==> src/rtl/cache_line_refill.sv <==
// Line refill / writeback engine: splits one cache-line request into single-word bus transfers.
// Optional CACHE_REFILL_CRITICAL_WORD_FIRST_EN starts reads at the requested word and adds crit_valid/crit_word.
module cache_line_refill #(
  parameter int unsigned DATA_WIDTH = 32,
  parameter int unsigned LINE_WIDTH = 256,
  parameter int unsigned ADDR_WIDTH = 32
) (
  input  logic                    clk,
  input  logic                    rst,
  input  logic                    req_valid,
  output logic                    req_ready,
  input  logic                    req_write,
  input  logic [ADDR_WIDTH-1:0]   req_addr,
  input  logic [LINE_WIDTH-1:0]   req_wline,
  output logic                    resp_valid,
  output logic                    resp_err,
  output logic [LINE_WIDTH-1:0]   resp_rline,
  output logic                    bus_cyc,
  output logic                    bus_stb,
  output logic                    bus_we,
  output logic [ADDR_WIDTH-1:0]   bus_adr,
  output logic [DATA_WIDTH-1:0]   bus_dat_o,
  output logic [DATA_WIDTH/8-1:0] bus_sel,
  input  logic [DATA_WIDTH-1:0]   bus_dat_i,
  input  logic                    bus_ack,
  input  logic                    bus_err
`ifdef CACHE_REFILL_CRITICAL_WORD_FIRST_EN
  ,
  output logic                    crit_valid,
  output logic [DATA_WIDTH-1:0]   crit_word
`endif
);

  localparam int unsigned DATA_PER_LINE = LINE_WIDTH / DATA_WIDTH;
  localparam int unsigned OFF_W         = $clog2(DATA_PER_LINE);
  localparam int unsigned BYTE_OFF      = $clog2(DATA_WIDTH / 8);
  localparam int unsigned LO            = OFF_W + BYTE_OFF;
  localparam int unsigned BASE_W        = ADDR_WIDTH - LO;

  typedef enum logic [1:0] {IDLE, XFER, DONE} state_e;

  state_e                  state_q, state_d;
  logic                    write_q, write_d;
  logic [BASE_W-1:0]       base_q, base_d;
  logic [LINE_WIDTH-1:0]   wline_q, wline_d;
  logic [OFF_W-1:0]        k_q, k_d;
  logic [OFF_W:0]          cnt_q, cnt_d;
  logic [LINE_WIDTH-1:0]   rline_q, rline_d;
  logic                    req_ready_q, req_ready_d;
  logic                    resp_valid_q, resp_valid_d;
  logic                    resp_err_q, resp_err_d;
  logic                    cyc_q, cyc_d;
  logic                    stb_q, stb_d;
  logic                    we_q, we_d;
  logic [ADDR_WIDTH-1:0]   adr_q, adr_d;
  logic [DATA_WIDTH-1:0]   dat_q, dat_d;
  logic [OFF_W-1:0]        k0;
  logic                    unused_addr_bits;

  // Low address bits only select the starting word (when enabled); the rest are don't-care.
  assign unused_addr_bits = ^req_addr[LO-1:0];

`ifdef CACHE_REFILL_CRITICAL_WORD_FIRST_EN
  logic                    crit_valid_q, crit_valid_d;
  logic [DATA_WIDTH-1:0]   crit_word_q, crit_word_d;
  assign k0         = req_write ? '0 : req_addr[LO-1:BYTE_OFF];
  assign crit_valid = crit_valid_q;
  assign crit_word  = crit_word_q;
`else
  assign k0 = '0;
`endif

  // Next-state and registered-output logic
  always_comb begin
    state_d      = state_q;
    write_d      = write_q;
    base_d       = base_q;
    wline_d      = wline_q;
    k_d          = k_q;
    cnt_d        = cnt_q;
    rline_d      = rline_q;
    req_ready_d  = req_ready_q;
    resp_valid_d = 1'b0;
    resp_err_d   = 1'b0;
    cyc_d        = cyc_q;
    stb_d        = stb_q;
    we_d         = we_q;
    adr_d        = adr_q;
    dat_d        = dat_q;
`ifdef CACHE_REFILL_CRITICAL_WORD_FIRST_EN
    crit_valid_d = 1'b0;
    crit_word_d  = crit_word_q;
`endif
    case (state_q)
      IDLE: begin
        req_ready_d = 1'b1;
        if (req_valid && req_ready_q) begin
          write_d     = req_write;
          base_d      = req_addr[ADDR_WIDTH-1:LO];
          wline_d     = req_wline;
          k_d         = k0;
          cnt_d       = '0;
          rline_d     = '0;
          req_ready_d = 1'b0;
          cyc_d       = 1'b1;
          stb_d       = 1'b1;
          we_d        = req_write;
          state_d     = XFER;
        end
      end
      XFER: begin
        if (bus_err) begin
          cyc_d        = 1'b0;
          stb_d        = 1'b0;
          we_d         = 1'b0;
          resp_valid_d = 1'b1;
          resp_err_d   = 1'b1;
          state_d      = DONE;
        end else if (bus_ack) begin
          // Slot chosen by word index, so wrapped fetch order still lands correctly
          for (int unsigned i = 0; i < DATA_PER_LINE; i++) begin
            if (!write_q && k_q == OFF_W'(i)) rline_d[i*DATA_WIDTH +: DATA_WIDTH] = bus_dat_i;
          end
`ifdef CACHE_REFILL_CRITICAL_WORD_FIRST_EN
          if (!write_q && cnt_q == '0) begin
            crit_valid_d = 1'b1;
            crit_word_d  = bus_dat_i;
          end
`endif
          k_d   = k_q + 1'b1;
          cnt_d = cnt_q + 1'b1;
          if (cnt_d == (OFF_W+1)'(DATA_PER_LINE)) begin
            cyc_d        = 1'b0;
            stb_d        = 1'b0;
            we_d         = 1'b0;
            resp_valid_d = 1'b1;
            state_d      = DONE;
          end
        end
      end
      DONE: begin
        req_ready_d = 1'b1;
        state_d     = IDLE;
      end
      default: state_d = IDLE;
    endcase
    if (state_d == XFER) begin
      adr_d = {base_d, k_d, {BYTE_OFF{1'b0}}};
      for (int unsigned i = 0; i < DATA_PER_LINE; i++) begin
        if (k_d == OFF_W'(i)) dat_d = wline_d[i*DATA_WIDTH +: DATA_WIDTH];
      end
    end
  end

  always_ff @(posedge clk) begin
    if (!rst) begin
      state_q      <= IDLE;
      write_q      <= 1'b0;
      base_q       <= '0;
      wline_q      <= '0;
      k_q          <= '0;
      cnt_q        <= '0;
      rline_q      <= '0;
      req_ready_q  <= 1'b1;
      resp_valid_q <= 1'b0;
      resp_err_q   <= 1'b0;
      cyc_q        <= 1'b0;
      stb_q        <= 1'b0;
      we_q         <= 1'b0;
      adr_q        <= '0;
      dat_q        <= '0;
`ifdef CACHE_REFILL_CRITICAL_WORD_FIRST_EN
      crit_valid_q <= 1'b0;
      crit_word_q  <= '0;
`endif
    end else begin
      state_q      <= state_d;
      write_q      <= write_d;
      base_q       <= base_d;
      wline_q      <= wline_d;
      k_q          <= k_d;
      cnt_q        <= cnt_d;
      rline_q      <= rline_d;
      req_ready_q  <= req_ready_d;
      resp_valid_q <= resp_valid_d;
      resp_err_q   <= resp_err_d;
      cyc_q        <= cyc_d;
      stb_q        <= stb_d;
      we_q         <= we_d;
      adr_q        <= adr_d;
      dat_q        <= dat_d;
`ifdef CACHE_REFILL_CRITICAL_WORD_FIRST_EN
      crit_valid_q <= crit_valid_d;
      crit_word_q  <= crit_word_d;
`endif
    end
  end

  assign req_ready  = req_ready_q;
  assign resp_valid = resp_valid_q;
  assign resp_err   = resp_err_q;
  assign resp_rline = rline_q;
  assign bus_cyc    = cyc_q;
  assign bus_stb    = stb_q;
  assign bus_we     = we_q;
  assign bus_adr    = adr_q;
  assign bus_dat_o  = dat_q;
  assign bus_sel    = '1;

endmodule

==> config.mk <==
export PLATFORM = sky130hd
export DESIGN_NAME = cache_line_refill
export DESIGN_NICKNAME = d
export VERILOG_FILES = /design/src/rtl/cache_line_refill.sv
export SDC_FILE = /design/constraint.sdc
export NUM_CORES = 1
export LEC_CHECK = 0
export BUFFER_PORTS_ARGS = -buffer_cell sky130_fd_sc_hd__buf_2
export CORE_AREA = 3 3 257 259
export DETAILED_ROUTE_END_ITERATION = 6
export DIE_AREA = 0 0 260 262
export PLACE_DENSITY = 0.61
export SLEW_MARGIN = 10
export SYNTH_ARGS = -nofsm -noshare
export SYNTH_HDL_FRONTEND = slang
export SYNTH_SLANG_ARGS = --single-unit
==> constraint.sdc <==
create_clock -name clk -period 5.9 [get_ports clk]
set_input_delay 0.885 -clock clk [delete_from_list [all_inputs] [get_ports clk]]
set_output_delay 0.885 -clock clk [all_outputs]
set_load 0.01 [all_outputs]
Word level (Yosys, flattened, before mapping)

Index checks and enable logic that the tools add are counted.

Logic and storage cells: 133
Output and inout port bits: 330
Input port bits: 326
Flip-flop bits (word level): 616

Equal/unequal tests: 31
Add/sub/neg operators: 2
Reductions and logical operators: 29
Multiplexer cells: 50

Operators with widths:

| kind                | number |
|---|---|
| $mux 256            | 5 |
| $mux 32             | 16 |
| $pmux 256 s2        | 1 |
| $mux 27             | 2 |
| $reduce_and 5->1    | 8 |
| $eq 3x3->1 const B  | 8 |
| $ne 2x2->1 const B  | 11 |
| $eq 3x2->1 const B  | 4 |
| $mux 4              | 3 |
| $mux 1              | 10 |
| $logic_and 1x1->1   | 9 |
| $mux 3              | 3 |
| $mux 2              | 4 |
| $pmux 4 s2          | 1 |
| $reduce_and 4->1    | 2 |
| $reduce_bool 8->1   | 1 |
| $eq 3x1->1 const B  | 2 |
| $logic_not 3->1     | 2 |
| $ne 3x3->1 const B  | 2 |
| $pmux 1 s2          | 3 |
| $pmux 3 s2          | 1 |
| $reduce_and 2->1    | 3 |
| $add 4x1->4 const B | 1 |
| $eq 2x1->1 const B  | 2 |
| other kinds (7)     | 8 |

Logic depth before layout (Yosys ltp)

Depth in word-level cells: 13
Depth in mapped cells: 13
Gate-level depth less buffers: 8

Worst setup path before layout

OpenSTA, ideal clock, no wires.

Path kind: reg2reg
Start point: register k_q[1]
End point: register dat_q[10] (netlist: bus_dat_o[10])
Period minus slack after synthesis: 2953 ps
Path slack: 2947 ps
Setup time: 132 ps
Stages on the path, launching flop included: 11
Data arrival time: 2822 ps
Path buffers: 4
Data required time: 5768 ps
Path through: dfxtp_1 > clkbuf_1 > inv_1 > ha_1 > clkbuf_2 > inv_1 > or4_1 > a2111oi_2 > buf_2 > buf_2 > a221oi_1

Longest elaborated chain between the ends: 12
Elaborated cells on any way between the ends: 22
Classes of those cells: 1 x add/sub; 7 x eq/ne; 11 x mux; 3 x reduce/logical

RTL lines:

| item                     | RTL line | RTL |
|---|---|---|
| start: declaration       | 46       | `logic [OFF_W-1:0] k_q, k_d;` |
| start signal: assignment | 181      | `k_q <= k_d;` |
| $add 3x1->3              | 130      | `k_d = k_q + 1'b1;` |
| $mux 3                   | 119      | `end else if (bus_ack) begin` |
| $mux 3                   | 112      | `if (bus_err) begin` |
| $pmux 3 s2 (*)           | 94       | `case (state_q)` |
| $eq 3x1->1               | 150      | `if (k_d == OFF_W'(i)) dat_d = wline_d[i*DATA_WIDTH +: DATA_WIDTH];` |
| $mux 32 (7 in a row)     | 150      |  |
| end signal: assignment   | 191      | `dat_q <= dat_d;` |
| end: declaration         | 56       | `logic [DATA_WIDTH-1:0] dat_q, dat_d;` |

Every way passes the cells marked *; elsewhere a longest branch is shown, timed or not.
A chain may end at the register's enable or synchronous reset.

Final worst setup path

Start point: register k_q[0]
End point: register dat_q[15] (netlist: bus_dat_o[15])

Same word-level chain as after synthesis.

==> metrics <==
DR vias=23400; Hold Path Origin=wline_q[36]$_SDFF_PN0_; EDFF count, synth=0; top fanout value on the critical path=23; Worst-path clk slew=approximately 0.06 ns; gr ovfl total=0; largest net degree at the start of global routing=203; Place WS=1.67 ns; initial core utilization=a little under two fifths; design area=between 30000 and 40000 µm²; Post-Syn Area per Cell=7.81 µm²; placed insts=~4300; Core Region=between 60000 and 70000 µm²; initial antenna violation count=30; Seq pwr share=43.0%; ANT nets after route=0; DIE WIDTH=around 260 µm; Post-CTS Resized=0; kind of critical path=reg -> reg; CTS tree=built; CP max stage delay=1.01 ns; Clock Tree Root=clkbuf_16; register area share after synthesis=between 50% and 60%; synth cell count leaders=643 x nor2_1, 616 x dfxtp_1, 549 x a21oi_1, 530 x nand2_1, 219 x clkbuf_1; status=finished, final reports clean; Synth top area share=51.5%; GRT Resource Usage Total=25.4%; Pint=7.62 mW; Worst R2R Start=k_q[0]$_SDFF_PN0_; total CTS buffers=70; Placement Rows=93; Synth area leader=dfxtp_1; Synth Register Bits=around 620; min Tclk post-route=4.27 ns; Min Hold Slack=between 0.4 and 0.5 ns; IO Pins=about 660; most used routing layer=met2; CTS Buffer Depth=3; grt met1 use=34.3%; ys async rst share=0%; DRT iter0 DRCs=2336; port buffer count=approximately 640; first-pass GRT wire length=132 mm; Clock power frac=43.8%; Final nets=3893; FF-to-FF setup slack=1.63 ns; Final Max Tran Viols=0; final setup vio count=0; Final Hold Viols=0; max-cap viol count=0; Gate power share=about an eighth; count leader, synth=nor2_1; Peak VDD IR=230 µV; Distinct cells, synth=57; share of cells above drive strength 1=a little under a quarter; WP buf/inv=3; Critical Path Sink Type=flip-flop; vias in the first global route=20900; Syn. warnings=0; switching pwr=2.92 mW; DRT Wirelength=92.2 mm; H-tree levels=3; postcts setup bufs=0; Req. time, crit path=6.37 ns; sw frac=27.7%; Critical-path top delay cell=a2111oi_4; Residual DRC=0; routability congestion estimate=0.889; WL per Instance=20.5 µm; GR Util met3=6.63%; fmax=234 MHz; Area after DPL=27700 µm²; drt first pass iters=7; setup ws final=1.63 ns; Clk Latency, worst-skew pair=0.62 ns; Max-Slew Margin vs Limit=23.5%; non-filler cells in the finished layout=4494; Die ar.=68100 µm²; met2 GRT Util=38.7%; RSZ-0062 raised after global routing=no; area grow syn2layout=26.0%; Least-Margin Pin Slew=1.14 ns; DIE HEIGHT=262 µm; Synth Instances=~3000; Hold Path Class=reg -> reg; Sink Count=616; PD cells=~350 nW/µm²; top cells by area in the synthesized netlist=dfxtp_1 51%, a21oi_1 11%, nor2_1 10%; setup skew after layout=0.0290 ns; CP top delay family=compound AO/OA/AOI/OAI gates; CP Cell Sequence=inv_2, ha_1, inv_1, or4_1, a2111oi_4, buf_4, nand2_1, o21ai_0, a2111oi_2; Via-to-Cell Ratio=5.22; crit start category=flip-flop; ys flop type=dfxtp_1; Critical Path Source=k_q[0]$_SDFF_PN0_; Tcrit/Tclk final=72.4%; final setup TNS=0 ns; cell area after synthesis=24000 µm²; LEAKAGE=around 13 nW; Detailed Place HPWL=around 64 mm; crit path DAT=4.74 ns; cts hold-fix bufs=0
==> sequential cells by signal, summed over array words and instances (netlist names), 2 cells and up <==
| name | count |
|---|---|
| state_q | 2 |
| bus_adr | 30 |
| base_q | 27 |
| cnt_q | 4 |
| wline_q | 256 |
| k_q | 3 |
| bus_dat_o | 32 |
| resp_rline | 256 |
==> cells in the final DEF, fill, tap and decap left out, drive strengths merged, types with 36 or more instances in the layout <==
master,n
mux2i,64
o21ai,66
buf,677
clkbuf,96
a21oi,549
nor3,36
nand2,530
o22ai,54
dfxtp,616
nor2,643
==> metrics by stage <==
step | utilization [%] | power [mW]
after global placement | 43.1 | 5.99
after CTS | 47.0 | 10.6
after floorplan | - | 5.44
final | 47.1 | 10.5
after detailed placement | 43.1 | 6.00
after global routing | 47.1 | 11.0
==> tightest hold or removal path: cells and delay by family, from the launching register on <==
kind	cells	cell delay (ns)
flip-flops	1	0.31
AND/OR/NAND/NOR	1	0.05
AO/OA/AOI/OAI	1	0.05
==> path summary, 6_finish.rpt <==
kind	to	cells past startpoint
min reg2reg	wline_q[36]$_SDFF_PN0_	2
min	wline_q[36]$_SDFF_PN0_	2
max reg2reg	bus_dat_o[15]$_SDFFE_PN0P_	9
max	bus_dat_o[15]$_SDFFE_PN0P_	9
==> logic make-up after synthesis <==
family / count (synthesis) / synth area share (%)
and+or+nand+nor: 1286 / 21.2
xor gates and xnor gates: 4 / 0.209
muxes: 69 / 2.92
DFF: 616 / 51.5
adders and majority gates: 7 / 0.365
buffers and inverters: 267 / 4.39
AOI/OAI and AO/OA: 818 / 19.4
other: 2 / 0.0313
==> power groups by stage <==
stage	clock [mW]	combinational (mW)	sequential [mW]
after floorplan	0	0.803	4.63
after global placement	0	1.38	4.61
after detailed placement	0	1.39	4.61
after CTS	4.71	1.39	4.53
after global routing	4.87	1.54	4.55
final	4.62	1.40	4.53
==> final cells by class <==
class / count / area [µm²]
flip-flops and latches: 616 / 12300
clock inverters: 30 / 403
fillers: 6514 / 33900
inverters: 5 / 26.3
clock buffers: 96 / 2060
diodes: 25 / 62.6
repair buffers: 677 / 3530
multi-input cells: 2190 / 10700
well taps: 855 / 1070
==> routing by layer <==
layer	share of wire, %	wire [µm]	up-vias
li1	-	-	11400
met5	0.046	42	-
met2	45	41700	916
met4	3.0	2770	6
met1	43	39900	11000
met3	8.4	7780	156
Power figures use the tool's default switching activity.
